$ cat config.mk
export PLATFORM = sky130hd
export DESIGN_NAME = seq_alu
export DESIGN_NICKNAME = d
export VERILOG_FILES = /design/src/rtl/seq_alu.sv
export SDC_FILE = /design/constraint.sdc
export NUM_CORES = 1
export LEC_CHECK = 0
export ABC_AREA = 1
export CAP_MARGIN = 20
export CORE_ASPECT_RATIO = 2
export CORE_MARGIN = 10
export CORE_UTILIZATION = 63
export CTS_CLUSTER_SIZE = 40
export DETAILED_ROUTE_END_ITERATION = 16
export PLACE_DENSITY_LB_ADDON = 0.12
export REMOVE_ABC_BUFFERS = 1
export SLEW_MARGIN = 20
export SYNTH_ARGS = -nofsm -noshare
export SYNTH_HDL_FRONTEND = slang
export SYNTH_SLANG_ARGS = --single-unit
$ cat constraint.sdc
create_clock -name CLK -period 5.1 [get_ports CLK]
set_input_delay 1.02 -clock CLK [delete_from_list [all_inputs] [get_ports CLK]]
set_output_delay 1.02 -clock CLK [all_outputs]
set_load 0.02 [all_outputs]
$ cat src/rtl/seq_alu.sv
// seq_alu: multi-cycle accumulator ALU with add/sub/logic ops, bit-serial
// shifts and an optional shift-add multiplier.
// Optional feature: define SEQ_ALU_MUL_EN to build the multiplier; without
// it opcode 9 behaves like any other reserved opcode.
module seq_alu #(
  parameter  int W  = 8,
  localparam int CW = $clog2(W)
) (
  input  logic         CLK,
  input  logic         RST_N,
  input  logic         start,
  input  logic [3:0]   op,
  input  logic [W-1:0] a,
  input  logic [W-1:0] b,
  output logic         busy,
  output logic         done,
  output logic         op_err,
  output logic [W-1:0] result,
  output logic [7:0]   flags
);

  typedef enum logic [1:0] {IDLE, SHIFT, MUL, DONE} state_t;

  // flag byte: sign, zero, aux, parity(even), carry; bits 1/3/5 stay 0
  function automatic logic [7:0] mk_flags(input logic [W-1:0] v, input logic c, input logic ac);
    return {v[W-1], (v == '0), 1'b0, ac, 1'b0, ~^v, 1'b0, c};
  endfunction

  state_t        state;
  logic [CW:0]   cnt;
  logic [W-1:0]  sh_val;
  logic          sh_left;

  logic          cin;
  logic [W:0]    add_s, sub_d;
  logic [4:0]    add_n, sub_n;
  logic [CW-1:0] n_cnt;
  logic          shift_go, mul_go;
  logic [W-1:0]  alu_res, sh_next;
  logic [7:0]    alu_flags;
  logic          alu_err, sh_out;

  // ADC consumes the carry as it stood before the accept edge
  assign cin   = (op == 4'd1) ? flags[0] : 1'b0;
  assign add_s = {1'b0, a} + {1'b0, b} + {{W{1'b0}}, cin};
  assign add_n = {1'b0, a[3:0]} + {1'b0, b[3:0]} + {4'b0, cin};
  assign sub_d = {1'b0, a} - {1'b0, b};
  assign sub_n = {1'b0, a[3:0]} - {1'b0, b[3:0]};

  assign n_cnt    = b[CW-1:0];
  assign shift_go = ((op == 4'd7) || (op == 4'd8)) && (n_cnt != '0);

  assign sh_next = sh_left ? {sh_val[W-2:0], 1'b0} : {1'b0, sh_val[W-1:1]};
  assign sh_out  = sh_left ? sh_val[W-1] : sh_val[0];

`ifdef SEQ_ALU_MUL_EN
  logic [W-1:0]   mcand;
  logic [2*W-1:0] prod, prod_next;
  logic [W:0]     hsum;

  assign mul_go = (op == 4'd9);
  // one shift-add step: conditionally add multiplicand into the high half, shift right
  assign hsum      = {1'b0, prod[2*W-1:W]} + (prod[0] ? {1'b0, mcand} : {(W+1){1'b0}});
  assign prod_next = {hsum, prod[W-1:1]};
`else
  assign mul_go = 1'b0;
`endif

  // single-cycle outcome for the op presented at the inputs
  always_comb begin
    alu_res   = result;
    alu_flags = flags;
    alu_err   = 1'b0;
    case (op)
      4'd0, 4'd1: begin
        alu_res   = add_s[W-1:0];
        alu_flags = mk_flags(add_s[W-1:0], add_s[W], add_n[4]);
      end
      4'd2: begin
        alu_res   = sub_d[W-1:0];
        alu_flags = mk_flags(sub_d[W-1:0], sub_d[W], sub_n[4]);
      end
      4'd3:       alu_flags = mk_flags(sub_d[W-1:0], sub_d[W], sub_n[4]);
      4'd4: begin
        alu_res   = a & b;
        alu_flags = mk_flags(a & b, 1'b0, 1'b0);
      end
      4'd5: begin
        alu_res   = a | b;
        alu_flags = mk_flags(a | b, 1'b0, 1'b0);
      end
      4'd6: begin
        alu_res   = a ^ b;
        alu_flags = mk_flags(a ^ b, 1'b0, 1'b0);
      end
      4'd7, 4'd8: begin
        // zero-count shift: nothing shifted out, so carry is 0
        alu_res   = a;
        alu_flags = mk_flags(a, 1'b0, 1'b0);
      end
      default:    alu_err = 1'b1;
    endcase
  end

  // control FSM with registered status outputs
  always_ff @(posedge CLK or negedge RST_N) begin
    if (!RST_N) begin
      state   <= IDLE;
      cnt     <= '0;
      sh_val  <= '0;
      sh_left <= 1'b0;
      result  <= '0;
      flags   <= '0;
      busy    <= 1'b0;
      done    <= 1'b0;
      op_err  <= 1'b0;
`ifdef SEQ_ALU_MUL_EN
      mcand   <= '0;
      prod    <= '0;
`endif
    end else begin
      case (state)
        IDLE: if (start) begin
          busy <= 1'b1;
          if (shift_go) begin
            sh_val  <= a;
            sh_left <= (op == 4'd7);
            cnt     <= {1'b0, n_cnt};
            state   <= SHIFT;
          end else if (mul_go) begin
`ifdef SEQ_ALU_MUL_EN
            mcand <= a;
            prod  <= {{W{1'b0}}, b};
`endif
            cnt   <= (CW+1)'(W);
            state <= MUL;
          end else begin
            result <= alu_res;
            flags  <= alu_flags;
            op_err <= alu_err;
            done   <= 1'b1;
            state  <= DONE;
          end
        end
        SHIFT: begin
          sh_val <= sh_next;
          cnt    <= cnt - 1'b1;
          if (cnt == (CW+1)'(1)) begin
            result <= sh_next;
            flags  <= mk_flags(sh_next, sh_out, 1'b0);
            done   <= 1'b1;
            state  <= DONE;
          end
        end
`ifdef SEQ_ALU_MUL_EN
        MUL: begin
          prod <= prod_next;
          cnt  <= cnt - 1'b1;
          if (cnt == (CW+1)'(1)) begin
            result <= prod_next[W-1:0];
            flags  <= mk_flags(prod_next[W-1:0], |prod_next[2*W-1:W], 1'b0);
            done   <= 1'b1;
            state  <= DONE;
          end
        end
`endif
        DONE: begin
          busy   <= 1'b0;
          done   <= 1'b0;
          op_err <= 1'b0;
          state  <= IDLE;
        end
        default: state <= IDLE;
      endcase
    end
  end

endmodule
# [Yosys cells after proc, flatten, opt, wreduce, memory -nomap -nowiden]
# Cells that the tools add are included.
[classes] n_addsub=7 n_eq_ne=17 n_mux=33 bitwise_logic=3 reduce_logical=34
[op_table] cell="8-bit case mux with 6 select lines" count=2
[op_table] cell="8-bit two-way mux" count=9
[op_table] cell="8-bit logical NOT" count=7
[op_table] cell="8-bit XNOR reduction" count=7
[op_table] cell="8-bit case mux with 2 select lines" count=3
[op_table] cell="4-bit by 3-bit equality test with 1-bit output, second input constant" count=4
[op_table] cell="5-bit AND reduction" count=2
[op_table] cell="8-bit by 8-bit adder with 9-bit output" count=1
[op_table] cell="9-bit by 1-bit adder with 9-bit output" count=1
[op_table] cell="1-bit two-way mux" count=9
[op_table] cell="3-bit AND reduction" count=3
[op_table] cell="9-bit OR reduction" count=1
[op_table] cell="8-bit by 8-bit subtractor with 9-bit output" count=1
[op_table] cell="8-bit AND" count=1
[op_table] cell="4-bit by 1-bit equality test with 1-bit output, second input constant" count=2
[op_table] cell="4-bit by 2-bit equality test with 1-bit output, second input constant" count=2
[op_table] cell="4-bit two-way mux" count=2
[op_table] cell="2-bit != test, second input constant" count=4
[op_table] cell="8-bit OR" count=1
[op_table] cell="4-bit case mux with 2 select lines" count=1
[op_table] cell="8-bit bitwise XOR" count=1
[op_table] cell="7-bit by 1-bit != test with 1-bit output, second input constant" count=1
[op_table] cell="7-bit by 2-bit != test with 1-bit output, second input constant" count=1
[op_table] cell="2-bit two-way mux" count=3
[op_table] cell="other kinds (19)" count=25
[word_totals] regBits=34 inputBits=23

# [Logic depth before layout (Yosys ltp)]
# Gate-level depths: netlist of run 1.
[depth] word_depth=8 depth_mapped=22

# [Worst setup path after synthesis of run 1]
# OpenSTA, ideal clock, no wires.
[synth_timing] path_kind="input-to-reg" startpoint="input port op[3]" endpoint="register flags[2]" setup_time_ns=0.121 arrival_ns=3.373 required_ns=4.979 slack_ns=1.606 cell_stages=21 cell_sequence="nor2_1 > nand3_1 > fa_1 > inv_1 > fa_1 > nand2_1 > nand3_1 > nand2_1 > nand2_1 > nand2_1 > and2_1 > ha_1 > xor2_1 > nand2_1 > nand2_1 > nand2_1 > o21ai_0 > nor2_1 > nand2_1 > nand2_1 > a21boi_1"
[synth_via] elab_chain_cells=8 elab_cells_between_ends=24 classes_between="add/sub (1); eq/ne (10); mux (5); reduce/logical (8)"
[synth_lines] item="start: declaration" line_no="12" rtl="input logic [3:0] op,"
[synth_lines] item="4-bit by 1-bit equality test with 1-bit output" line_no="44, 74"
[synth_lines] item="1-bit two-way mux" line_no="44" rtl="assign cin = (op == 4'd1) ? flags[0] : 1'b0;"
[synth_lines] item="9-bit by 1-bit adder with 9-bit output" line_no="45" rtl="assign add_s = {1'b0, a} + {1'b0, b} + {{W{1'b0}}, cin};"
[synth_lines] item="8-bit XNOR reduction" line_no="26" rtl="return {v[W-1], (v == '0), 1'b0, ac, 1'b0, ~^v, 1'b0, c};"
[synth_lines] item="8-bit case mux with 6 select lines" line_no="74" rtl="case (op)"
[synth_lines] item="8-bit two-way mux" line_no="125" rtl="if (shift_go) begin"
[synth_lines] item="8-bit two-way mux" line_no="123" rtl="IDLE: if (start) begin"
[synth_lines] item="8-bit case mux with 2 select lines" line_no="122" rtl="case (state)"
[synth_lines] item="end signal: assignment" line_no="139" rtl="flags <= alu_flags;"
[synth_lines] item="end signal: assignment" line_no="150" rtl="flags <= mk_flags(sh_next, sh_out, 1'b0);"
[synth_lines] item="end: declaration" line_no="19" rtl="output logic [7:0] flags"
# Several ways; a longest one is shown, not always the timed one. The select of a mux whose other input is x is not followed.
# A chain may end at the register's enable or synchronous reset.

# [Worst setup path after layout of run 1]
# Ends and elaborated chain as after synthesis.

==> results of run 1 <==
==> worst max-delay path, delay by kind of cell <==
kind,cells,cell delay (ps)
xor gates and xnor gates,1,170
buffers and inverters,2,640
and+or+nand+nor,14,1400
AOI/OAI and AO/OA,2,140
adders and majority gates,3,960
==> power by group through the flow <==
stage / Sequential (mW) / Clock [mW] / Combinational (mW)
after floorplan: 0.504 / 0 / 0.740
after global placement: 0.438 / 0 / 1.16
after detailed placement: 0.445 / 0 / 1.20
after CTS: 0.444 / 0.290 / 1.21
after global routing: 0.458 / 0.301 / 1.34
final: 0.447 / 0.293 / 1.22
==> logic make-up after synthesis <==
family | share of synthesized area (%)
and+or+nand+nor | 30.5
DFF | 20.5
other | 0.0991
xor gates and xnor gates | 5.79
AOI/OAI and AO/OA | 11.0
muxes | 1.32
adders and majority gates | 20.4
buffers and inverters | 10.3
==> per-stage QoR <==
stage          util, %  setup slack [ps]
3_3_place_gp      72.8               759
4_1_cts           75.3               973
6_report          75.3               928
2_1_floorplan        -              1600
3_5_place_dp      72.8               686
5_1_grt           75.3               658
==> cell type report <==
type,instances,area [µm²],share of cell area (%)
multi-input cells,425,2630,60.5
flip-flops and latches,31,776,17.9
repair buffers,39,388,8.94
inverters,86,328,7.56
clock buffers,6,139,3.20
well taps,61,76.3,1.76
clock inverters,1,5.00,0.115
==> Yosys cell counts, types with 2 or more instances <==
master    count
nand2_1     118
nand3_2       4
dfrtp_1      31
nor2_2        2
nor2_1       60
a21oi_2       2
mux2i_1       5
nand4_1       9
clkbuf_1      2
and2_1        3
a21oi_1      35
inv_1        76
ha_1         57
nand2_2       6
buf_4         3
fa_1          3
nand3_1      43
buf_2         4
and3_1        2
or2_2         2
o21ai_0      23
nor3_1        2
xor2_1       14
clkinv_1      2
xnor2_1      11
o22ai_1       5
inv_2         6
o211ai_1      3
inv_4         2
==> worst max path at each step <==
stage,end
5_1_grt,flags[2]
3_3_place_gp,flags[2]
4_1_cts,flags[2]
6_report,flags[2]
2_1_floorplan,flags[2]
3_5_place_dp,flags[2]
==> state kept, by name, indices dropped and copies added (netlist names), 2 cells and up <==
name / count
cnt: 4
result: 8
flags: 5
state: 2
sh_val: 8
==> routing by layer <==
layer | share of wire, % | track usage [%]
met5 | 0 | 0
met1 | 33 | 25.9
met2 | 54 | 50.4
met3 | 5.2 | 2.06
met4 | 7.2 | 21.4
==> cell usage in the layout (no fill, tap or decap), types with 2 or more instances in the layout <==
cell type          n
a21oi_1           35
a21oi_2            2
and2_1             3
and3_1             2
clkbuf_16          5
clkdlybuf4s50_1   38
clkinv_1           2
conb_1             3
dfrtp_1           31
fa_1               3
ha_1              57
inv_1             76
inv_2              6
inv_4              2
mux2i_1            5
nand2_1          118
nand2_2            6
nand3_1           43
nand3_2            4
nand4_1            9
nor2_1            60
nor2_2             2
nor3_1             2
o211ai_1           3
o21ai_0           23
o22ai_1            5
or2_2              2
xnor2_1           11
xor2_1            14
==> flow_metrics.env, run 1 <==
export IMPL_grt_pass1_vias=3942
export IMPL_p_int_mw=1.01
export IMPL_rr_startpoint="flags[0]"
export IMPL_cts_resized=0
export IMPL_ys_seq_elements=31
export IMPL_place_area_um2=4190
export IMPL_diodes=0
export IMPL_power_share_sequential_pct=22.8
export IMPL_max_slew_margin_rel_pct=64.1
export IMPL_max_slew_worst_pin_slew_ps=537
export IMPL_clock_root_buffer="clkbuf_16"
export IMPL_power_frac_clock_pct=14.9
export IMPL_p_leak_nw=2.26
export IMPL_finalHoldViolations=0
export IMPL_end_kind="flop"
export IMPL_slew_violations=0
export IMPL_min_from="done"
export IMPL_yosysSeqAreaShare_pct=20.5
export IMPL_vias=3903
export IMPL_cts_tree="yes"
export IMPL_crit_fanout=5
export IMPL_fmax_mhz=240
export IMPL_clock_path_buffers=2
export IMPL_hold_depth=1
export IMPL_wirelength_mm=12.8
export IMPL_grt_max_degree=32
export IMPL_critPathMostFrequentCell="nand2_1"
export IMPL_cp_data_arrival_time_ps=4340
export IMPL_hold_buffers=0
export IMPL_drt_wirelength_per_cell_um=19.7
export IMPL_clk_pin_slew_ps=50
export IMPL_synthFlopType="dfrtp_1"
export IMPL_fin_crit_sh_pct=81.8
export IMPL_clock_skew_ps=3.13
export IMPL_finalSetupViolCount=0
export IMPL_yosysTopAreaCellShare_pct=20.5
export IMPL_drtIter0Drc=370
export IMPL_holdWs_ps=493
export IMPL_critical_path_class="in2reg"
export IMPL_combPwrFrac_pct=62.3
export IMPL_power_switching_mw=0.950
export IMPL_reg2reg_depth=20
export IMPL_async_flop_share_pct=100
export IMPL_cp_required_ps=5270
export IMPL_grt_pass1_wl_mm=19.8
export IMPL_reg2reg_slack_ps=2160
export IMPL_final_layout_size_suffix_gt1_share_pct=6.12
export IMPL_yosys_warnings=0
export IMPL_fillers=484
export IMPL_rows=39
export IMPL_max_cap_violations=0
export IMPL_syn2layout_area_growth_pct=14.6
export IMPL_hold_path_class="reg2reg"
export IMPL_ant_nets=0
export IMPL_synth_largest_area_cell="dfrtp_1"
export IMPL_cts_buffers=5
export IMPL_synth_cells=550
export IMPL_top_level_ports=42
export IMPL_max_vdd_ir_drop_mv=0.220
export IMPL_gp_congestion=1.03
export IMPL_cp_slowest_cell="clkdlybuf4s50_1"
export IMPL_portBuffers=38
export IMPL_final_nets=671
export IMPL_synth_edf_count=0
export IMPL_status="finished clean"
export IMPL_synth_area_top_cells="dfrtp_1 (21%), ha_1 (19%), nand2_1 (12%), inv_1 (7.5%), nor2_1 (6.0%)"
export IMPL_cts_setup_buffers=0
export IMPL_cellPowerDensity_nw_per_um2=453
export IMPL_start_util_pct=65.7
export IMPL_reg2reg_to="flags[2]"
export IMPL_antenna_found_initial=0
export IMPL_die_h_um=130
export IMPL_cts_max_level=2
export IMPL_route_detailed_drc=0
export IMPL_synth_area_um2=3780
export IMPL_switching_share_pct=48.4
export IMPL_grt_usage_pct=27.1
export IMPL_stdcell_area_um2=4340
export IMPL_syn_area_per_cell_um2=6.88
export IMPL_cts_sinks=31
export IMPL_synth_distinct_cells=44
export IMPL_fin_setup_tns_ps=0
export IMPL_rsz0062_at_grt="false"
export IMPL_die_w_um=74.8
export IMPL_min_to="done"
export IMPL_worst_path_largest_cell_delay_ps=530
export IMPL_stdcell_count=649
export IMPL_hpwl_mm=10.5
export IMPL_grt_overflow_total=0
export IMPL_startpoint_type="input port"
export IMPL_period_needed_ps=4170
export IMPL_coreArea_um2=5760
export IMPL_fp_dieArea_um2=9690
export IMPL_viasPerCell=6.01
export IMPL_placedCellCount=642
export IMPL_crit_chain="clkdlybuf4s50_1, nor2_1, nand3_1, fa_1, inv_1, fa_1, nand2_1, nand3_1, nand2_1, nand2_1, nand2_1, and2_1, ha_1, xor2_1, nand2_1, nand2_1, nand2_1, o21ai_0, nor2_1, nand2_1, nand2_1, a21boi_1"
export IMPL_drt_pass1_iter_count=5
export IMPL_crit_path_start="op[3]"
export IMPL_p_total_mw=1.96
export IMPL_clock_latency_ps=280
Note: power is estimated with default switching activity, not from simulation.
==> run 2, diff against run 1 <==
CORE_UTILIZATION = 53   (was 63)
clock period = 3.74 ns   (was 5.1 ns; I/O delays follow)
==> run 2 against run 1 <==
Net effect:
- clock skew increased by 3.1 ps
- combinational power grew 41%
- largest cell class unchanged
- register-to-register slack worse by 1100 ps
- largest power group unchanged
- global-route usage fell by 3.4 points
- utilization is 6.4 points lower
- first-iteration DRC count fell by 22%
- worst setup slack lost 670 ps
- critical endpoint unchanged
==> flow_metrics.env, run 2 (same netlist as run 1, synthesis figures left out) <==
export IMPL_finalHoldViolations=0
export IMPL_drt_pass1_iter_count=4
export IMPL_clk_pin_slew_ps=50
export IMPL_fin_crit_sh_pct=93.2
export IMPL_layout_commonest_cell="nand2_1"
export IMPL_final_core_util_pct=69.0
export IMPL_crit_family="adder cells"
export IMPL_hold_buffers=0
export IMPL_grt_overflow_total=0
export IMPL_cp_num_buf_inv=5
export IMPL_start_util_pct=54.5
export IMPL_fin_setup_tns_ps=0
export IMPL_p_leak_nw=2.50
export IMPL_crit_fanout=2
export IMPL_power_share_sequential_pct=21.4
export IMPL_p_int_mw=1.51
export IMPL_cts_buffers=5
export IMPL_finalSetupViolCount=0
export IMPL_ant_nets=0
export IMPL_wirelength_mm=13.2
export IMPL_vias=4020
export IMPL_layout_common_cells="nand2_1 (118), inv_1 (75), nor2_1 (59)"
export IMPL_cp_required_ps=3950
export IMPL_fin_ws_ps=253
export IMPL_cp_slowest_cell="clkdlybuf4s50_1"
export IMPL_max_slew_margin_rel_pct=63.4
export IMPL_grt_max_degree=32
export IMPL_gp_congestion=0.972
export IMPL_worst_path_largest_cell_delay_ps=470
export IMPL_grt_pass1_vias=4052
export IMPL_end_kind="flop"
export IMPL_p_total_mw=2.81
export IMPL_drt_wirelength_per_cell_um=18.1
export IMPL_largest_registers="result x8, sh_val x8, flags x5"
export IMPL_hpwl_mm=11.0
export IMPL_fmax_mhz=287
export IMPL_max_cap_violations=0
export IMPL_stdcell_area_um2=4790
export IMPL_place_area_um2=4590
export IMPL_portBuffers=38
export IMPL_pre_cts_ws_ps=-120
export IMPL_critPathMostFrequentCell="nand2_1"
export IMPL_cts_sinks=31
export IMPL_power_frac_clock_pct=17.2
export IMPL_clock_root_buffer="clkbuf_16"
export IMPL_drtIter0Drc=287
export IMPL_startpoint_type="input port"
export IMPL_seqCellArea_um2=776
export IMPL_critical_path_class="in2reg"
export IMPL_cellPowerDensity_nw_per_um2=586
export IMPL_hold_path_class="reg2reg"
export IMPL_period_needed_ps=3490
export IMPL_rows=43
export IMPL_route_detailed_drc=0
export IMPL_coreArea_um2=6940
export IMPL_grt_pass1_wl_mm=20.4
export IMPL_viasPerCell=5.53
export IMPL_clock_skew_ps=6.23
export IMPL_max_slew_worst_pin_slew_ps=547
export IMPL_die_w_um=79.7
export IMPL_syn2layout_area_growth_pct=26.5
export IMPL_clock_latency_ps=280
export IMPL_crit_chain="clkdlybuf4s50_1, inv_1, nor2_2, nand3_2, fa_1, inv_2, fa_2, nand2_1, nand3_1, buf_4, xor2_1, inv_1, ha_1, xnor2_1, nand2_1, nand2_1, nand2_1, o21ai_0, nor2_1, nand2_1, nand2_1, a21boi_1"
export IMPL_antenna_found_initial=0
export IMPL_final_nets=719
export IMPL_power_switching_mw=1.30
export IMPL_status="finished clean"
export IMPL_diodes=0
export IMPL_clock_path_buffers=2
export IMPL_multi_input_area_um2=2650
export IMPL_max_vdd_ir_drop_mv=0.234
export IMPL_slew_violations=0
export IMPL_cts_tree="yes"
export IMPL_combPwrFrac_pct=61.4
export IMPL_top_level_ports=42
export IMPL_grt_usage_pct=23.8
export IMPL_fillers=605
export IMPL_cp_data_arrival_time_ps=3690
export IMPL_switching_share_pct=46.2
export IMPL_final_layout_size_suffix_gt1_share_pct=14.1
export IMPL_cts_max_level=2
export IMPL_fp_dieArea_um2=11100
export IMPL_die_h_um=139
[run 2: power by group through the flow]
stage / clock network [mW] / logic (mW) / registers, mW
finish: 0.482 / 1.72 / 0.601
global route: 0.499 / 1.89 / 0.619
CTS: 0.483 / 1.71 / 0.598
detailed placement: 0 / 1.69 / 0.602
global placement: 0 / 1.65 / 0.597
floorplan: 0 / 1.01 / 0.687
[run 2: per-stage QoR]
stage          std cells  hold WS [ps]
6_report             727           480
5_1_grt              727           506
4_1_cts              727           486
3_5_place_dp         719           473
3_3_place_gp         719           464
2_1_floorplan        542           452
[run 2: tightest hold or removal path: stages, from the launching register on]
cell,delay [ps]
dfrtp_1,340
nand2_1,50
nand2_1,50
[run 2: timing repair]
action                     in CTS  in global routing
setup buffers                   0                  0
hold endpoints to repair        0                  0
gates resized for setup         0                  5
setup endpoints to repair       0                  1
[run 2: per-layer routing]
metal  GRT usage [%]  share of wire [%]  vias up
li1                -                  -     1947
met1            21.7                 34     1854
met2            43.2                 53      164
met3            2.65                4.1       55
met4            21.5                9.1        0
met5               0                  0        -
[run 2: worst paths after layout]
path,end,depth (start not counted),slack [ps],start
setup / recovery,flags[2],22,250,op[0]
hold / removal,busy,2,480,busy
setup reg to reg,flags[2],19,1020,flags[0]
hold reg to reg,busy,2,480,busy
max in group asynchronous,result[6],2,2580,RST_N
min in group asynchronous,flags[0],2,860,RST_N
[run 2: area by class of cell]
cell class | count | area share, %
Multi-Input combinational cell | 425 | 55.3
Sequential cell | 31 | 16.2
Timing Repair Buffer | 87 | 15.6
Inverter | 86 | 6.85
Clock buffer | 6 | 2.90
Tap cell | 90 | 2.35
Clock inverter | 2 | 0.732
==> run 3, diff against run 2 <==
ABC_AREA = not set   (was 1)
CTS_BUF_LIST = sky130_fd_sc_hd__clkbuf_2 sky130_fd_sc_hd__clkbuf_4 sky130_fd_sc_hd__clkbuf_8   (was not set)
==> run 3 against run 2 <==
Net effect:
- routed wire length is 4.7% lower
- clock skew is 2.5 ps lower
- worst setup slack worse by 130 ps
- die area is 2.2% lower
- area after synthesis is 2.7% lower
- synthesized cell count is 21% lower
- clock power is 44% lower
- sequential share of layout area hardly changed
- combinational power is 3% higher
- register-to-register slack worse by 550 ps
- critical path type unchanged
- largest power group unchanged
- highest routed layer unchanged
==> flow_metrics.env, run 3 <==
export IMPL_cts_max_level=2
export IMPL_clock_latency_ps=280
export IMPL_diodes=0
export IMPL_crit_path_start="a[2]"
export IMPL_cp_required_ps=3920
export IMPL_top_level_ports=42
export IMPL_synthFlopType="dfrtp_1"
export IMPL_power_frac_clock_pct=10.0
export IMPL_synth_area_top_cells="dfrtp_1 (21%), ha_1 (19%), xnor2_1 (6.9%), inv_1 (4.6%), nor2_1 (4.4%)"
export IMPL_drt_pass1_iter_count=5
export IMPL_crit_fanout=2
export IMPL_cp_slowest_cell="clkdlybuf4s50_1"
export IMPL_startpoint_type="input port"
export IMPL_max_cap_violations=0
export IMPL_rows=43
export IMPL_ant_nets=0
export IMPL_syn_area_per_cell_um2=8.52
export IMPL_gp_congestion=0.977
export IMPL_hold_depth=2
export IMPL_route_detailed_drc=0
export IMPL_ys_seq_elements=31
export IMPL_syn2layout_area_growth_pct=30.0
export IMPL_final_core_util_pct=70.0
export IMPL_viasPerCell=5.93
export IMPL_async_flop_share_pct=100
export IMPL_worst_path_largest_cell_delay_ps=480
export IMPL_finalSetupViolCount=0
export IMPL_die_w_um=78.9
export IMPL_p_int_mw=1.47
export IMPL_grt_usage_pct=23.5
export IMPL_placedCellCount=604
export IMPL_status="finished clean"
export IMPL_clk_pin_slew_ps=70
export IMPL_rr_startpoint="flags[0]"
export IMPL_synth_edf_count=0
export IMPL_synth_largest_area_cell="dfrtp_1"
export IMPL_reg2reg_depth=14
export IMPL_hpwl_mm=10.1
export IMPL_slew_violations=0
export IMPL_rsz0062_at_grt="false"
export IMPL_reg2reg_slack_ps=470
export IMPL_min_to="flags[6]"
export IMPL_grt_overflow_total=0
export IMPL_clock_path_buffers=2
export IMPL_synth_area_um2=3680
export IMPL_power_share_sequential_pct=23.8
export IMPL_reg2reg_to="flags[2]"
export IMPL_drtIter0Drc=321
export IMPL_start_util_pct=53.9
export IMPL_drt_wirelength_per_cell_um=20.2
export IMPL_power_switching_mw=1.21
export IMPL_critical_path_class="in2reg"
export IMPL_hold_path_class="reg2reg"
export IMPL_finalHoldViolations=0
export IMPL_clock_skew_ps=3.68
export IMPL_cellPowerDensity_nw_per_um2=560
export IMPL_final_layout_size_suffix_gt1_share_pct=20.9
export IMPL_fmax_mhz=276
export IMPL_max_slew_margin_rel_pct=48.8
export IMPL_yosysMostFrequentCell="ha_1"
export IMPL_yosys_warnings=0
export IMPL_antenna_found_initial=0
export IMPL_grt_pass1_vias=3907
export IMPL_fp_dieArea_um2=10900
export IMPL_hold_buffers=0
export IMPL_end_kind="flop"
export IMPL_portBuffers=38
export IMPL_clock_root_buffer="clkbuf_8"
export IMPL_max_slew_worst_pin_slew_ps=766
export IMPL_final_nets=613
export IMPL_coreArea_um2=6830
export IMPL_cp_data_arrival_time_ps=3790
export IMPL_synth_cells=432
export IMPL_combPwrFrac_pct=66.2
export IMPL_cts_tree="yes"
export IMPL_die_h_um=138
export IMPL_grt_pass1_wl_mm=20.1
export IMPL_switching_share_pct=45.1
export IMPL_grt_max_degree=32
export IMPL_cts_sinks=31
export IMPL_yosysSeqAreaShare_pct=21.1
export IMPL_largest_registers="result x8, sh_val x8, flags x5"
export IMPL_layout_commonest_cell="buf_4"
export IMPL_min_from="flags[6]"
export IMPL_p_leak_nw=2.24
export IMPL_synth_commonest_cells="ha_1 (57), inv_1 (45), nor2_1 (43)"
export IMPL_vias=3676
export IMPL_wirelength_mm=12.6
export IMPL_max_vdd_ir_drop_mv=0.477
export IMPL_p_total_mw=2.68
export IMPL_layout_common_cells="buf_4 (73), ha_1 (54), inv_1 (42), nor2_1 (42)"
export IMPL_period_needed_ps=3620
export IMPL_cts_buffers=5
export IMPL_yosysTopAreaCellShare_pct=21.1
export IMPL_synth_distinct_cells=70
export IMPL_fin_crit_sh_pct=96.8
export IMPL_stdcell_count=620
export IMPL_crit_chain="clkdlybuf4s50_1, inv_1, ha_4, ha_1, a221o_1, a221oi_2, xnor2_1, ha_1, xor2_1, xnor2_1, o221ai_1, a21oi_1, nand2_1, a22o_1"
-- run 3: changes by cell type in the layout (fill, tap and decap cells not counted), moves of 17 or more --
| cell | previous run | this run |
|---|---|---|
| inv_1 | 75 | 42 |
| nand3_1 | 42 | 4 |
| nor2_1 | 59 | 42 |
| xnor2_1 | 11 | 28 |
| nand2_1 | 118 | 21 |
| buf_4 | 49 | 73 |
-- run 3: kinds of logic (layout without fill, tap and decap cells) --
group / after synthesis / in the layout / synth area share (%)
compound gates: 118 / 118 / 23.3
other cells: 1 / 3 / 0.102
xor+xnor: 33 / 33 / 7.85
flops: 31 / 31 / 21.1
fa+ha+maj: 60 / 60 / 21.0
simple gates: 110 / 110 / 15.0
buf+inv: 67 / 163 / 7.99
mux: 12 / 12 / 3.70
-- run 3: per-stage QoR --
step / setup slack (ps) / instance area [µm²] / hold slack (ps) / TNS, ps
final: 121 / 4780 / 478 / 0
after global routing: 9.61 / 4780 / 523 / 0
after CTS: 9.68 / 4680 / 481 / 0
after detailed placement: -628 / 4540 / 469 / -1050
after global placement: -529 / 4540 / 469 / -834
after floorplan: 224 / 3560 / 452 / 0
-- run 3: worst max-delay path: cells and delay by family --
kind / cells / cell delay, ps
AO/OA/AOI/OAI: 5 / 1120
buffers and inverters: 2 / 600
XOR/XNOR: 3 / 510
adder cells (fa/ha/maj): 3 / 730
AND/OR/NAND/NOR: 1 / 70
-- run 3: repair_timing --
action	4_1_cts	5_1_grt
setup buffers	4	5
pin swaps	7	16
setup endpoints to repair	2	3
resized for setup	11	18
-- run 3: worst max-delay path by stage --
stage,end,depth (start not counted)
2_1_floorplan,flags[2],14
3_3_place_gp,flags[2],15
3_5_place_dp,flags[2],15
4_1_cts,flags[2],15
5_1_grt,flags[2],15
6_report,flags[2],14
-- run 3: cell type report --
type | instances | area, µm²
fillers | 579 | 2050
well taps | 90 | 113
clock inverters | 1 | 5.00
clock buffers | 6 | 82.6
repair buffers | 111 | 930
flip-flops and latches | 31 | 776
inverters | 45 | 169
multi-input cells | 336 | 2710
-- run 3: routing by layer --
layer	vias up	GRT usage (%)	routed length (µm)
met2	129	40.8	6420
met3	50	3.44	529
met4	0	16.5	830
li1	1738	-	-
met5	-	0	0
met1	1759	25.3	4770
-- run 3: power by group through the flow --
stage,Sequential (mW),Combinational [mW],Clock [mW]
after CTS,0.633,1.75,0.273
after detailed placement,0.638,1.72,0
after floorplan,0.708,1.01,0
final,0.637,1.77,0.269
after global routing,0.656,1.95,0.286
after global placement,0.629,1.68,0
==> RTL change: new RTL, config.mk and constraints of run 2 <==
The 4 states of `state_t` get a one-hot encoding in 4 bits.
--- a/src/rtl/seq_alu.sv
+++ b/src/rtl/seq_alu.sv
@@ -19,7 +19,7 @@
   output logic [7:0]   flags
 );
 
-  typedef enum logic [1:0] {IDLE, SHIFT, MUL, DONE} state_t;
+  typedef enum logic [3:0] {IDLE = 4'b0001, SHIFT = 4'b0010, MUL = 4'b0100, DONE = 4'b1000} state_t;
 
   // flag byte: sign, zero, aux, parity(even), carry; bits 1/3/5 stay 0
   function automatic logic [7:0] mk_flags(input logic [W-1:0] v, input logic c, input logic ac);
Behaviour: no difference found for any inputs over 4 cycles, from zero or initial values and one cycle with RST_N low; so few cycles prove little.
==> RTL change against run 2 <==
  * Count of clock-buffer cells in the layout stayed put
  * Routed wire length increased by 6.2%
  * Area after synthesis grew 0.63%
  * Setup slack improved by 0.046 ns
  * Critical path depth decreased by 4
  * Clock skew fell by 0.0023 ns
  * Sequential cell count increased by 1
  * Total power down 18%
  * Final area fell by 3.2%
  * Register-to-register slack lost 0.10 ns
  * Core utilization is 2.7 points lower
  * Fmax rose by 1.3%
  * Highest routed layer unchanged
==> RTL change: results (changes against run 2) <==
* Nets@finish at 706 (was 719)
* Antenna violations before repair at 0 (unchanged)
* Fin Setup TNS at 0 ns (unchanged)
* Post-synth top flop: dfrtp_1 (unchanged)
* Num CTS Buffers at 5 (unchanged)
* DP Wirelength at 11510 um (was 10990 um)
* 1st-pass router iterations at 6 (was 4)
* Vias at 4105 (was 4020)
* Root buffer cell: clkbuf_16 (unchanged)
* Biggest regs: result (8), sh_val (8), flags (5) (unchanged)
* Initial DRC count at 416 (was 287)
* Setup Skew at 0.003907 ns (was 0.006230 ns)
* Total wire length at 14000 um (was 13180 um)
* Share of cells above drive strength 1 at 0.1010 (was 0.1413)
* Status: complete, no violations (unchanged)
* Register area share after synthesis at 0.2106 (was 0.2050)
* Synth cell types at 42 (was 44)
* All-Layer GR Usage at 0.2565 (was 0.2377)
* Largest net degree at the start of global routing at 33 (was 32)
* Yosys warnings at 0 (unchanged)
* Worst-case clock buffer depth at 2 (unchanged)
* Data arrival time of the worst path at 3.66 ns (was 3.69 ns)
* Static leakage at 2.434 nW (was 2.501 nW)
* GP Congestion at 1.011 (was 0.9720)
* Slew at the pin closest to its max-slew limit at 0.5861 ns (was 0.5471 ns)
* Crit path largest cell delay at 0.44 ns (was 0.47 ns)
* Post-CTS setup buffers at 0 (unchanged)
* Global-route wire length before repair at 22040 um (was 20370 um)
* Number of global-route vias before repair at 4173 (was 4052)
* Ys async rst share at 1.000 (unchanged)
* CP max stage cell: fa_1 (was clkdlybuf4s50_1)
* Largest cells by area after synthesis: dfrtp_1 20%, ha_1 19%, nand2_1 13% (was dfrtp_1 21%, ha_1 19%, nand2_1 12%)
* Worst path top cell family by delay: simple AND/OR/NAND/NOR gates (was adder cells)
* # fillers at 666 (was 605)
* Post-synth top cells: 130 x nand2_1, 81 x inv_1, 57 x ha_1 (was 118 x nand2_1, 76 x inv_1, 60 x nor2_1)
* Worst VDD drop at 0.0002377 V (was 0.0002338 V)
-- RTL change: cell types whose count changed after synthesis, sizes merged, moves of 2 or more --
cell	change
nor2	-11
nand2	+9
nand3	+9
a21oi	-7
mux2i	-5
inv	+4
nor3	+4
o221ai	+3
xnor2	+3
o21ai	+2
xor2	-2
-- RTL change: power breakdown --
group	switching (mW)	total (mW)	internal, mW
clock	0.164	0.478	0.313
combinational	0.715	1.23	0.518
sequential	0.0994	0.596	0.496
-- RTL change: cell type report --
cell class              instances  area [um2]  share of cell area
clock buffers                   6       128.9             0.02781
clock inverters                 2       35.03            0.007559
inverters                      89       334.1             0.07208
multi-input cells             426        2609              0.5629
flip-flops and latches         32       802.0              0.1731
well taps                      90       112.6             0.02430
repair buffers                 69       613.1              0.1323
-- RTL change: logic make-up (layout without fill, tap and decap cells) --
logic type	after synthesis	count (layout)	share of synthesized area
simple gates	265	265	0.3122
buf+inv	100	166	0.1061
compound gates	72	72	0.1071
fa+ha+maj	60	60	0.2031
flops	32	32	0.2106
xor+xnor	26	26	0.05981
other cells	1	3	0.0009849
-- RTL change: tightest hold or removal path, stage by stage (launching register included) --
cell and delay [ns]:
dfrtp_1 0.35, nand2_1 0.06, nand2_1 0.05
-- RTL change: through the flow --
stage	instance area, um2	setup slack (ns)	hold WS, ns	cells
after detailed placement	4471	0.01085	0.4872	706
after floorplan	3745	0.6794	0.4524	547
after CTS	4634	0.2859	0.5007	714
after global routing	4634	0.04132	0.5267	714
final	4634	0.2982	0.4941	714
after global placement	4471	0.08352	0.4729	706
-- RTL change: path summary, 6_finish.rpt --
path	start	slack (ns)	to	depth (start not counted)
min	result[2]	0.49	result[2]	2
max	op[2]	0.30	flags[2]	18
min reg2reg	result[2]	0.49	result[2]	2
max in group asynchronous	RST_N	2.56	state[0]	2
min in group asynchronous	RST_N	0.86	cnt[1]	2
max reg2reg	flags[0]	0.92	flags[2]	17
-- RTL change: layer usage --
metal,global-route usage,part of all wire
met5,0,0
met4,0.2015,0.081
met3,0.03226,0.049
met2,0.4615,0.54
met1,0.2473,0.33
